$ cat src/rtl/round_timer_if.sv
// Bus bundle for round_timer: control/tick inputs toward the timer, registered status back.
// master drives the controls; slave is the timer side.
interface round_timer_if;
  logic       timeout100ms;
  logic       start;
  logic       pause;
  logic       abort;
  logic [7:0] preset;
  logic [7:0] remaining;
  logic       busy;
  logic       expired;
  logic       done;
  logic       warn;
  logic [3:0] bcd_tens;
  logic [3:0] bcd_ones;
  logic [3:0] bcd_tenths;

  modport master (
    output timeout100ms, start, pause, abort, preset,
    input  remaining, busy, expired, done, warn, bcd_tens, bcd_ones, bcd_tenths
  );

  modport slave (
    input  timeout100ms, start, pause, abort, preset,
    output remaining, busy, expired, done, warn, bcd_tens, bcd_ones, bcd_tenths
  );
endinterface

$ cat src/rtl/round_timer.sv
// round_timer: round countdown in 100 ms ticks; every output is registered (1 clk after inputs).
// No backpressure (inputs act on the cycle seen). ROUND_TIMER_BCD_EN adds registered BCD of remaining.
module round_timer #(
  parameter int unsigned WARN_TICKS = 30
) (
  input  logic          clk,
  input  logic          rst,
  round_timer_if.slave  bus
);

  typedef enum logic [1:0] {IDLE, RUN, PAUSE, EXPIRED} state_t;

  state_t     state_q, state_d;
  logic [7:0] remaining_q, remaining_d;
  logic       expired_q, expired_d;
  logic       busy_q, busy_d;
  logic       done_q, done_d;
  logic       warn_q, warn_d;

  always_comb begin
    state_d     = state_q;
    remaining_d = remaining_q;
    expired_d   = 1'b0;
    if (bus.abort) begin
      state_d     = IDLE;
      remaining_d = 8'd0;
    end else begin
      case (state_q)
        IDLE, EXPIRED: begin
          if (bus.start && (bus.preset != 8'd0)) begin
            state_d     = RUN;
            remaining_d = bus.preset;
          end
        end
        RUN: begin
          // pause wins over a coincident tick; start is meaningless here
          if (bus.pause) begin
            state_d = PAUSE;
          end else if (bus.timeout100ms) begin
            if (remaining_q > 8'd1) begin
              remaining_d = remaining_q - 8'd1;
            end else begin
              remaining_d = 8'd0;
              state_d     = EXPIRED;
              expired_d   = 1'b1;
            end
          end
        end
        PAUSE: begin
          if (bus.start) begin
            state_d = RUN;
          end
        end
        default: ;
      endcase
    end

    busy_d = (state_d == RUN) || (state_d == PAUSE);
    done_d = (state_d == EXPIRED);
    warn_d = busy_d && (remaining_d != 8'd0) && (32'(remaining_d) <= WARN_TICKS);
  end

  always_ff @(posedge clk or negedge rst) begin
    if (!rst) begin
      state_q     <= IDLE;
      remaining_q <= 8'd0;
      expired_q   <= 1'b0;
      busy_q      <= 1'b0;
      done_q      <= 1'b0;
      warn_q      <= 1'b0;
    end else begin
      state_q     <= state_d;
      remaining_q <= remaining_d;
      expired_q   <= expired_d;
      busy_q      <= busy_d;
      done_q      <= done_d;
      warn_q      <= warn_d;
    end
  end

  assign bus.remaining = remaining_q;
  assign bus.busy      = busy_q;
  assign bus.expired   = expired_q;
  assign bus.done      = done_q;
  assign bus.warn      = warn_q;

`ifdef ROUND_TIMER_BCD_EN
  logic [3:0] tens_q, ones_q, tenths_q;

  // Converted from the next value so the digits line up with remaining
  always_ff @(posedge clk or negedge rst) begin
    if (!rst) begin
      tens_q   <= 4'd0;
      ones_q   <= 4'd0;
      tenths_q <= 4'd0;
    end else begin
      tens_q   <= 4'(remaining_d / 8'd100);
      ones_q   <= 4'((remaining_d / 8'd10) % 8'd10);
      tenths_q <= 4'(remaining_d % 8'd10);
    end
  end

  assign bus.bcd_tens   = tens_q;
  assign bus.bcd_ones   = ones_q;
  assign bus.bcd_tenths = tenths_q;
`else
  assign bus.bcd_tens   = 4'd0;
  assign bus.bcd_ones   = 4'd0;
  assign bus.bcd_tenths = 4'd0;
`endif

endmodule

$ cat src/flat_wrapper.sv
// flat-port wrapper written by rule: the top's interface ports become plain ports
module round_timer_flat 
#(
  parameter int unsigned WARN_TICKS = 30
)
  (clk, rst, bus_timeout100ms, bus_start, bus_pause, bus_abort, bus_preset, bus_remaining, bus_busy, bus_expired, bus_done, bus_warn, bus_bcd_tens, bus_bcd_ones, bus_bcd_tenths);
  round_timer_if bus_i ();
  input  logic clk;
  input  logic rst;
  input wire logic [$bits(bus_i.timeout100ms)-1:0] bus_timeout100ms;
  input wire logic [$bits(bus_i.start)-1:0] bus_start;
  input wire logic [$bits(bus_i.pause)-1:0] bus_pause;
  input wire logic [$bits(bus_i.abort)-1:0] bus_abort;
  input wire logic [$bits(bus_i.preset)-1:0] bus_preset;
  output wire logic [$bits(bus_i.remaining)-1:0] bus_remaining;
  output wire logic [$bits(bus_i.busy)-1:0] bus_busy;
  output wire logic [$bits(bus_i.expired)-1:0] bus_expired;
  output wire logic [$bits(bus_i.done)-1:0] bus_done;
  output wire logic [$bits(bus_i.warn)-1:0] bus_warn;
  output wire logic [$bits(bus_i.bcd_tens)-1:0] bus_bcd_tens;
  output wire logic [$bits(bus_i.bcd_ones)-1:0] bus_bcd_ones;
  output wire logic [$bits(bus_i.bcd_tenths)-1:0] bus_bcd_tenths;
  assign bus_i.timeout100ms = bus_timeout100ms;
  assign bus_i.start = bus_start;
  assign bus_i.pause = bus_pause;
  assign bus_i.abort = bus_abort;
  assign bus_i.preset = bus_preset;
  assign bus_remaining = bus_i.remaining;
  assign bus_busy = bus_i.busy;
  assign bus_expired = bus_i.expired;
  assign bus_done = bus_i.done;
  assign bus_warn = bus_i.warn;
  assign bus_bcd_tens = bus_i.bcd_tens;
  assign bus_bcd_ones = bus_i.bcd_ones;
  assign bus_bcd_tenths = bus_i.bcd_tenths;
  round_timer #(.WARN_TICKS(WARN_TICKS)) u_core (.clk(clk), .rst(rst), .bus(bus_i));
endmodule
$ cat config.mk
export PLATFORM = sky130hd
export DESIGN_NAME = round_timer_flat
export DESIGN_NICKNAME = d
export VERILOG_FILES = /design/src/rtl/round_timer_if.sv /design/src/rtl/round_timer.sv /design/src/flat_wrapper.sv
export SDC_FILE = /design/constraint.sdc
export NUM_CORES = 1
export LEC_CHECK = 0
export CAP_MARGIN = 25
export CORE_MARGIN = 1.5
export CORE_UTILIZATION = 40
export CTS_BUF_LIST = sky130_fd_sc_hd__clkbuf_8
export DETAILED_ROUTE_END_ITERATION = 6
export HOLD_SLACK_MARGIN = 0.12
export MAX_ROUTING_LAYER = met4
export PLACE_DENSITY_LB_ADDON = 0.2
export SLEW_MARGIN = 0
export SYNTH_ARGS = -nofsm -noshare
export SYNTH_HDL_FRONTEND = slang
export SYNTH_SLANG_ARGS = --single-unit
$ cat constraint.sdc
create_clock -name clk -period 3.5 [get_ports clk]
set_clock_uncertainty 0.1 [all_clocks]
set_input_delay 0.525 -clock clk [delete_from_list [all_inputs] [get_ports clk]]
set_output_delay 0.525 -clock clk [all_outputs]
set_load 0.01 [all_outputs]
# Word level (Yosys, flattened, before mapping)
# Cells that the tools add are included.
dict set report totals {
  ramBits 0
  register_bits 14
  inputBits 14
  n_memories 0
  mem_bits_ro 0
  output_inout_bits 24
  latch_bits 0
  wordCells 41
}
dict set report classes {
  bitwise 0
  n_eq_ne 6
  muxes 18
  div 0
  reduce_logical 8
  n_mul 0
  shifts 0
  addsub 1
  order_cmp 2
}
# op count
set ops {}
lappend ops {{$mux 8} 5}
lappend ops {{$pmux 8 s2} 1}
lappend ops {{$reduce_bool 8->1} 2}
lappend ops {{$mux 2} 6}
lappend ops {{$eq 2x2->1 const B} 4}
lappend ops {{$gt 8x1->1 const B} 1}
lappend ops {{$le 8x5->1 const B} 1}
lappend ops {{$sub 8x1->8 const B} 1}
lappend ops {{$pmux 2 s3} 1}
lappend ops {{$mux 1} 5}
lappend ops {{$eq 2x1->1 const B} 2}
lappend ops {{$logic_and 1x1->1} 3}
lappend ops {{$logic_not 2->1} 1}
lappend ops {{$reduce_or 2->1} 1}
lappend ops {{$logic_or 1x1->1} 1}

# Longest topological paths before layout
# Gate-level depths: netlist of run 1.
dict set report depth {
  depth_word 10
  ltp_mapped 12
  ltp_nobuf 12
}

# Worst setup path after synthesis of run 1
# No wires, ideal clock.
dict set report synth_path {
  path_type {reg-to-reg}
  from {reg u_core.remaining_q[5] (netlist: u_core.bus.remaining[5])}
  to {reg u_core.warn_q (netlist: u_core.bus.warn)}
  path_buffers 1
  synth_period_minus_slack_ns 2.898
  setup_time_ns 0.087
  t_arrival_ns 2.711
  t_required_ns 3.313
  stages_incl_launch_ff 10
  path_slack_ns 0.602
  cell_sequence {dfrtp_1 buf_6 or4_1 or4_4 o21ai_0 nor2_1 a311oi_1 ha_1 or4b_4 a211oi_2}
}
dict set report synth_via {
  elab_chain_cells 10
  elab_cells_between_ends 20
  cone_classes {add/sub (1); order compare (2); eq/ne (2); mux (11); reduce/logical (4)}
}
# item line_no
set synth_lines {}
lappend synth_lines {{start, declared} round_timer.sv:14} ;# logic [7:0] remaining_q, remaining_d;
lappend synth_lines {{start signal, assigned} round_timer.sv:73} ;# remaining_q <= remaining_d;
lappend synth_lines {{$gt 8x1->1 *} round_timer.sv:40} ;# if (remaining_q > 8'd1) begin
lappend synth_lines {{$mux 2 *} round_timer.sv:40}
lappend synth_lines {{$mux 2 *} round_timer.sv:39} ;# end else if (bus.timeout100ms) begin
lappend synth_lines {{$mux 2 *} round_timer.sv:37} ;# if (bus.pause) begin
lappend synth_lines {{$pmux 2 s3 *} round_timer.sv:28} ;# case (state_q)
lappend synth_lines {{$mux 2 *} round_timer.sv:24} ;# if (bus.abort) begin
lappend synth_lines {{net u_core.state_d[0]} round_timer.sv:13} ;# state_t state_q, state_d;
lappend synth_lines {{$eq 2x1->1 / $eq 2x2->1 (equally long branches)} round_timer.sv:58} ;# busy_d = (state_d == RUN) || (state_d == PAUSE);
lappend synth_lines {{$logic_or 1x1->1 *} round_timer.sv:58}
lappend synth_lines {{net u_core.busy_d} round_timer.sv:16} ;# logic busy_q, busy_d;
lappend synth_lines {{$logic_and 1x1->1 * (2 in series)} round_timer.sv:60} ;# warn_d = busy_d && (remaining_d != 8'd0) && (32'(remaining_d) <= WARN_TICKS);
lappend synth_lines {{net u_core.warn_d} round_timer.sv:18} ;# logic warn_q, warn_d;
lappend synth_lines {{end signal, assigned} round_timer.sv:77} ;# warn_q <= warn_d;
lappend synth_lines {{end, declared} round_timer.sv:18}
# Mark *: on every way through the listed nets, which the timed path passes. The rest lies on a longest branch.

# Worst setup path after layout of run 1
dict set report layout_path {
  from {reg u_core.remaining_q[6] (netlist: u_core.bus.remaining[6])}
  to {reg u_core.warn_q (netlist: u_core.bus.warn)}
}
# Same word-level chain as after synthesis.

==> impl_metrics.json, run 1 <==
{
  "status": "finished clean",
  "post_cts_buffers": 0,
  "worst_slew_margin_rel": 0.5664,
  "post_drt_wl_per_cell_um": 16.92,
  "synth.distinct_cells": 53,
  "required_arrival_time_at_the_worst_endpoint_ns": 3.55,
  "final_net_count": 196,
  "port-buffer-count": 25,
  "place.gp.congestion": 0.9002,
  "clk_path_buf_depth": 2,
  "timing.reg2reg.setup_slack_ns": 0.33,
  "seq_area_um2": 350.3,
  "crit_type": "flop to flop",
  "post-dp-hpwl_mm": 2.740,
  "ctsResizeCount": 0,
  "drt-vias-per-instance": 5.853,
  "power_leakage_nw": 0.6542,
  "cts_max_level": 1,
  "cts_inserted_buffers": 3,
  "overall_global_routing_usage": 0.2194,
  "hold_path.class": "flop to flop",
  "syn-cell-area_um2": 1306,
  "cts-hold-fix-buffers": 0,
  "dp_cells": 215,
  "via_count": 1276,
  "floorplan.rows": 20,
  "drt_first_pass_iters": 4,
  "floorplan.initialDensity": 0.4244,
  "drtAntennaViolNets": 0,
  "io-pin-count": 38,
  "postSynthRegisterBits": 14,
  "floorplan.die_area_um2": 3617,
  "finalCritPeriodShare": 0.9058,
  "setup-violations-final": 0,
  "vias_in_the_first_global_route": 1218,
  "min_period_ns": 3.170,
  "ys_dominant_reg_cell": "sky130_fd_sc_hd__dfrtp_1",
  "hold_viol": 0,
  "antenna_cells": 0,
  "ys.warnings.count": 0,
  "worst_skew_pair.late_latency_ns": 0.24,
  "synth_enable_flop_cells": 0,
  "post_layout_nonfiller_instances": 218,
  "crit_path_max_fanout": 9,
  "areaGrowthSynthToFinish_pct": 19.54,
  "grt_pass1_wl_mm": 5.720,
  "grt_start_max_net_pins": 17,
  "async_flop_share": 1.000,
  "worst_ep_arrival_ns": 3.22,
  "cts.root.buffer_cell": "sky130_fd_sc_hd__clkbuf_8",
  "drtIter0Drc": 112,
  "max_freq_mhz": 315.4,
  "nFillCells": 307,
  "tightest_slew_ns": 0.6484,
  "p_per_area_nw_per_um2": 433.2,
  "dieHeight_um": 60.15,
  "cp-start-kind": "flop",
  "cts_tree": "done",
  "setup_tns_ns": 0,
  "core_area_um2": 3078,
  "post_syn_instances": 151,
  "synth.yosys.seq_area_share": 0.2682,
  "drcViolationCount": 0,
  "worst_setup_hold_path_clk_slew_ns": 0.06,
  "multi_input_area_um2": 804.5,
  "global_route.overflow_total": 0,
  "rsz_0062_raised_after_global_routing": "no",
  "die_w_um": 60.15,
  "timing.max_cap.violations": 0,
  "final_layout_size_suffix_gt1_frac": 0.1207,
  "numClockSinks": 14,
  "syn-mean-instance-area_um2": 8.651,
  "number_of_antenna_violations_at_the_first_check_in_global_routing": 0,
  "timing.critical_path.to_type": "flop",
  "ir_worst_vdd_mv": 0.2443,
  "number_of_pins_exceeding_their_max_slew_limit_in_the_final_report": 0,
  "routed_wirelength_mm": 3.688
}
==> final cells by class <==
type                            instances  share of cell area
Clock buffer                            3             0.02644
Inverter                                8             0.01923
Multi-Input combinational cell        120              0.5152
Sequential cell                        14              0.2244
Tap cell                               44             0.03526
Timing Repair Buffer                   29              0.1795
==> cell families after synthesis <==
logic type	share of synthesized area
other	0.002871
XOR/XNOR	0.006706
flip-flops	0.2682
AND/OR/NAND/NOR	0.2577
buffers and inverters	0.1475
AO/OA/AOI/OAI	0.2423
adder cells (fa/ha/maj)	0.05747
multiplexers	0.01724
==> synthesized netlist by cell type, drive strengths merged (5+ instances only) <==
master	count	share of area
dfrtp	14	0.27
or3	5	0.026
nor2	13	0.037
nand2	8	0.023
ha	6	0.057
buf	15	0.095
inv	8	0.023
a21oi	7	0.027
o21ai	5	0.019
clkbuf	5	0.030
nor3	7	0.027
nor4	5	0.024
==> registers in the layout, summed over array words and instances (netlist names) <==
name / count
u_core.bus.remaining: 8
u_core.state_q: 2
u_core.bus.busy: 1
u_core.bus.expired: 1
u_core.bus.warn: 1
u_core.bus.done: 1
==> worst max-delay path, cell delays in order, from the launching register on <==
cell and delay, ns:
sky130_fd_sc_hd__dfrtp_1 0.48, sky130_fd_sc_hd__or4_1 0.55, sky130_fd_sc_hd__or4_4 0.48, sky130_fd_sc_hd__o21ai_0 0.19
sky130_fd_sc_hd__nor2_1 0.06, sky130_fd_sc_hd__a311oi_1 0.37, sky130_fd_sc_hd__ha_1 0.22, sky130_fd_sc_hd__or4b_4 0.46
sky130_fd_sc_hd__a211oi_2 0.17
==> layer usage <==
layer / vias to the layer above / track usage / wire length, µm
met1: 624 / 0.2736 / 1628
met2: 60 / 0.3680 / 1761
li1: 588 / - / -
met5: - / - / 0
met3: 4 / 0.02381 / 258
met4: 0 / 0.07302 / 40
==> placed cells by master (no fill, tap or decap), types with 2 or more instances in the layout <==
cell	instances
sky130_fd_sc_hd__inv_1	8
sky130_fd_sc_hd__ha_1	6
sky130_fd_sc_hd__nand3_1	3
sky130_fd_sc_hd__o31ai_1	3
sky130_fd_sc_hd__dfrtp_1	14
sky130_fd_sc_hd__or4_1	2
sky130_fd_sc_hd__buf_4	4
sky130_fd_sc_hd__conb_1	12
sky130_fd_sc_hd__nor2_1	13
sky130_fd_sc_hd__nor4_1	5
sky130_fd_sc_hd__a2bb2oi_1	3
sky130_fd_sc_hd__a211oi_1	2
sky130_fd_sc_hd__nand3b_1	3
sky130_fd_sc_hd__a31oi_1	2
sky130_fd_sc_hd__or3_2	2
sky130_fd_sc_hd__o21ai_0	4
sky130_fd_sc_hd__o22ai_1	3
sky130_fd_sc_hd__mux2_2	2
sky130_fd_sc_hd__a21o_1	2
sky130_fd_sc_hd__nor3_1	7
sky130_fd_sc_hd__clkbuf_8	3
sky130_fd_sc_hd__nor3b_1	2
sky130_fd_sc_hd__clkdlybuf4s50_1	25
sky130_fd_sc_hd__a21oi_1	7
sky130_fd_sc_hd__nand2_1	8
sky130_fd_sc_hd__or3_1	3
==> where the power goes <==
group	leakage [nW]	total [W]	switching, W	internal (W)
clock	0.0216	0.000126	0.0000504	0.0000758
sequential	0.188	0.000210	0.0000257	0.000185
combinational	0.444	0.000340	0.000189	0.000151
total	0.654	0.000676	0.000265	0.000412
==> per-stage QoR <==
stage / hold WS, ns / util / area (µm²) / setup slack [ns] / total power (W)
2_1_floorplan: 0.1294 / - / 1348 / 0.6020 / 0.0004489
3_3_place_gp: 0.5664 / 0.4939 / 1520 / 0.2530 / 0.0005414
3_5_place_dp: 0.5625 / 0.4939 / 1520 / 0.1832 / 0.0005456
4_1_cts: 0.5731 / 0.5073 / 1562 / 0.3738 / 0.0006756
5_1_grt: 0.6255 / 0.5073 / 1562 / 0.2125 / 0.0007192
6_report: 0.5669 / 0.5073 / 1562 / 0.3298 / 0.0006764
==> final timing paths <==
| check | from | cells past startpoint | end |
|---|---|---|---|
| max | u_core.bus.remaining[6] | 8 | u_core.bus.warn |
| min | u_core.state_q[1] | 2 | u_core.state_q[1] |
| max reg2reg | u_core.bus.remaining[6] | 8 | u_core.bus.warn |
| min reg2reg | u_core.state_q[1] | 2 | u_core.state_q[1] |
| max in group asynchronous | rst | 1 | u_core.bus.remaining[3] |
| min in group asynchronous | rst | 1 | u_core.bus.expired |
Note: power is estimated with default switching activity, not from simulation.
==> run 2, diff against run 1 <==
--- a/config.mk
+++ b/config.mk
@@ -8,7 +8,6 @@
 export CAP_MARGIN = 25
 export CORE_MARGIN = 1.5
 export CORE_UTILIZATION = 40
-export CTS_BUF_LIST = sky130_fd_sc_hd__clkbuf_8
 export DETAILED_ROUTE_END_ITERATION = 6
 export HOLD_SLACK_MARGIN = 0.12
 export MAX_ROUTING_LAYER = met4
==> run 2 against run 1 <==
Compared with the run above: combinational power about the same; die area unchanged; non-clock buffer count unchanged; largest cell class unchanged.
==> impl_metrics.json, run 2 (same netlist as run 1, synthesis figures left out) <==
{
  "status": "finished clean",
  "io-pin-count": 38,
  "multi_input_area_um2": 804.5,
  "floorplan.die_area_um2": 3617,
  "most-common-layout-cells": "sky130_fd_sc_hd__clkdlybuf4s50_1 (25), sky130_fd_sc_hd__dfrtp_1 (14), sky130_fd_sc_hd__nor2_1 (13)",
  "dpl-instance-area_um2": 1520,
  "ir_worst_vdd_mv": 0.1906,
  "p_per_area_nw_per_um2": 410.0,
  "ctsResizeCount": 0,
  "worst_ep_arrival_ns": 3.24,
  "overall_global_routing_usage": 0.2144,
  "setup_tns_ns": 0,
  "crit_type": "flop to flop",
  "finalInstanceArea_um2": 1543,
  "die_w_um": 60.15,
  "drt_first_pass_iters": 4,
  "floorplan.rows": 20,
  "setup-violations-final": 0,
  "hold_viol": 0,
  "place.gp.congestion": 0.9002,
  "hold_path.class": "primary input to async pin",
  "crit_path_max_fanout": 9,
  "tightest_slew_ns": 0.6210,
  "routed_wirelength_mm": 3.571,
  "drcViolationCount": 0,
  "core_area_um2": 3078,
  "number_of_antenna_violations_at_the_first_check_in_global_routing": 0,
  "cts-hold-fix-buffers": 0,
  "worst_slew_margin_rel": 0.5847,
  "cts_inserted_buffers": 3,
  "finalCritPeriodShare": 0.9009,
  "rsz_0062_raised_after_global_routing": "no",
  "dieHeight_um": 60.15,
  "nFillCells": 311,
  "drt-vias-per-instance": 5.780,
  "min_period_ns": 3.153,
  "post_drt_wl_per_cell_um": 16.38,
  "numClockSinks": 14,
  "vias_in_the_first_global_route": 1210,
  "floorplan.initialDensity": 0.4244,
  "cts_max_level": 1,
  "flip_flop_count_of_the_largest_register_all_copies_and_words_added": 8,
  "cts_tree": "done",
  "global_route.overflow_total": 0,
  "drtAntennaViolNets": 0,
  "seq_area_um2": 350.3,
  "max_freq_mhz": 317.2,
  "grt_pass1_wl_mm": 5.664,
  "cp-start-kind": "flop",
  "areaGrowthSynthToFinish_pct": 18.10,
  "power_leakage_nw": 0.6464,
  "port-buffer-count": 25,
  "grt_start_max_net_pins": 17,
  "mostFrequentLayoutCell": "sky130_fd_sc_hd__clkdlybuf4s50_1",
  "timing.max_cap.violations": 0,
  "clk_path_buf_depth": 2,
  "timing.critical_path.to_type": "flop",
  "final_net_count": 196,
  "antenna_cells": 0,
  "final_layout_size_suffix_gt1_frac": 0.1207,
  "post-dp-hpwl_mm": 2.740,
  "required_arrival_time_at_the_worst_endpoint_ns": 3.58,
  "number_of_pins_exceeding_their_max_slew_limit_in_the_final_report": 0,
  "worst_setup_hold_path_clk_slew_ns": 0.07,
  "worst_skew_pair.late_latency_ns": 0.27,
  "cts.root.buffer_cell": "sky130_fd_sc_hd__clkbuf_4",
  "drtIter0Drc": 87,
  "post_cts_buffers": 0,
  "via_count": 1260
}
run 2: final timing paths:
check / slack [ns] / depth (start not counted) / start / end
min in group clk: 0.57 / 2 / u_core.state_q[1] / u_core.state_q[1]
max reg2reg: 0.35 / 8 / u_core.bus.remaining[6] / u_core.bus.warn
max in group asynchronous: 2.36 / 1 / rst / u_core.bus.remaining[3]
max: 0.35 / 8 / u_core.bus.remaining[6] / u_core.bus.warn
min: 0.54 / 1 / rst / u_core.bus.remaining[7]
min reg2reg: 0.57 / 2 / u_core.state_q[1] / u_core.state_q[1]
run 2: critical path: stages, from the launching register on:
cell,delay (ns)
sky130_fd_sc_hd__dfrtp_1,0.48
sky130_fd_sc_hd__or4_1,0.54
sky130_fd_sc_hd__or4_4,0.48
sky130_fd_sc_hd__o21ai_0,0.18
sky130_fd_sc_hd__nor2_1,0.06
sky130_fd_sc_hd__a311oi_1,0.36
sky130_fd_sc_hd__ha_1,0.22
sky130_fd_sc_hd__or4b_4,0.47
sky130_fd_sc_hd__a211oi_2,0.17
run 2: final cells by class:
type / count / share of cell area
clock buffers: 3 / 0.01460
repair buffers: 29 / 0.1817
well taps: 44 / 0.03569
flip-flops and latches: 14 / 0.2271
inverters: 8 / 0.01946
multi-input cells: 120 / 0.5215
run 2: layer usage:
metal	up-vias	routed length, µm	global-route usage	share of wire
met5	-	0	-	0
met2	64	1727	0.3634	0.48
met3	4	234	0.01732	0.066
met1	601	1566	0.2749	0.44
met4	0	42	0.05397	0.012
li1	591	-	-	-
run 2: report_power, final:
| group | leakage, nW | internal, W | total [W] | switching (W) |
|---|---|---|---|---|
| Combinational | 0.444 | 0.000151 | 0.000338 | 0.000187 |
| Clock | 0.0138 | 0.0000398 | 0.0000848 | 0.0000450 |
| Sequential | 0.188 | 0.000184 | 0.000210 | 0.0000256 |
| Total | 0.646 | 0.000375 | 0.000632 | 0.000257 |
run 2: through the flow:
| stage | total power [W] | setup WS [ns] | cells | hold slack [ns] | util |
|---|---|---|---|---|---|
| 6_report | 0.0006325 | 0.3470 | 218 | 0.5378 | 0.5012 |
| 5_1_grt | 0.0006767 | 0.1950 | 218 | 0.5846 | 0.5012 |
| 4_1_cts | 0.0006332 | 0.3733 | 218 | 0.5502 | 0.5012 |
| 3_5_place_dp | 0.0005456 | 0.1832 | 215 | 0.5625 | 0.4939 |
| 3_3_place_gp | 0.0005414 | 0.2530 | 215 | 0.5664 | 0.4939 |
| 2_1_floorplan | 0.0004489 | 0.6020 | 162 | 0.1294 | - |
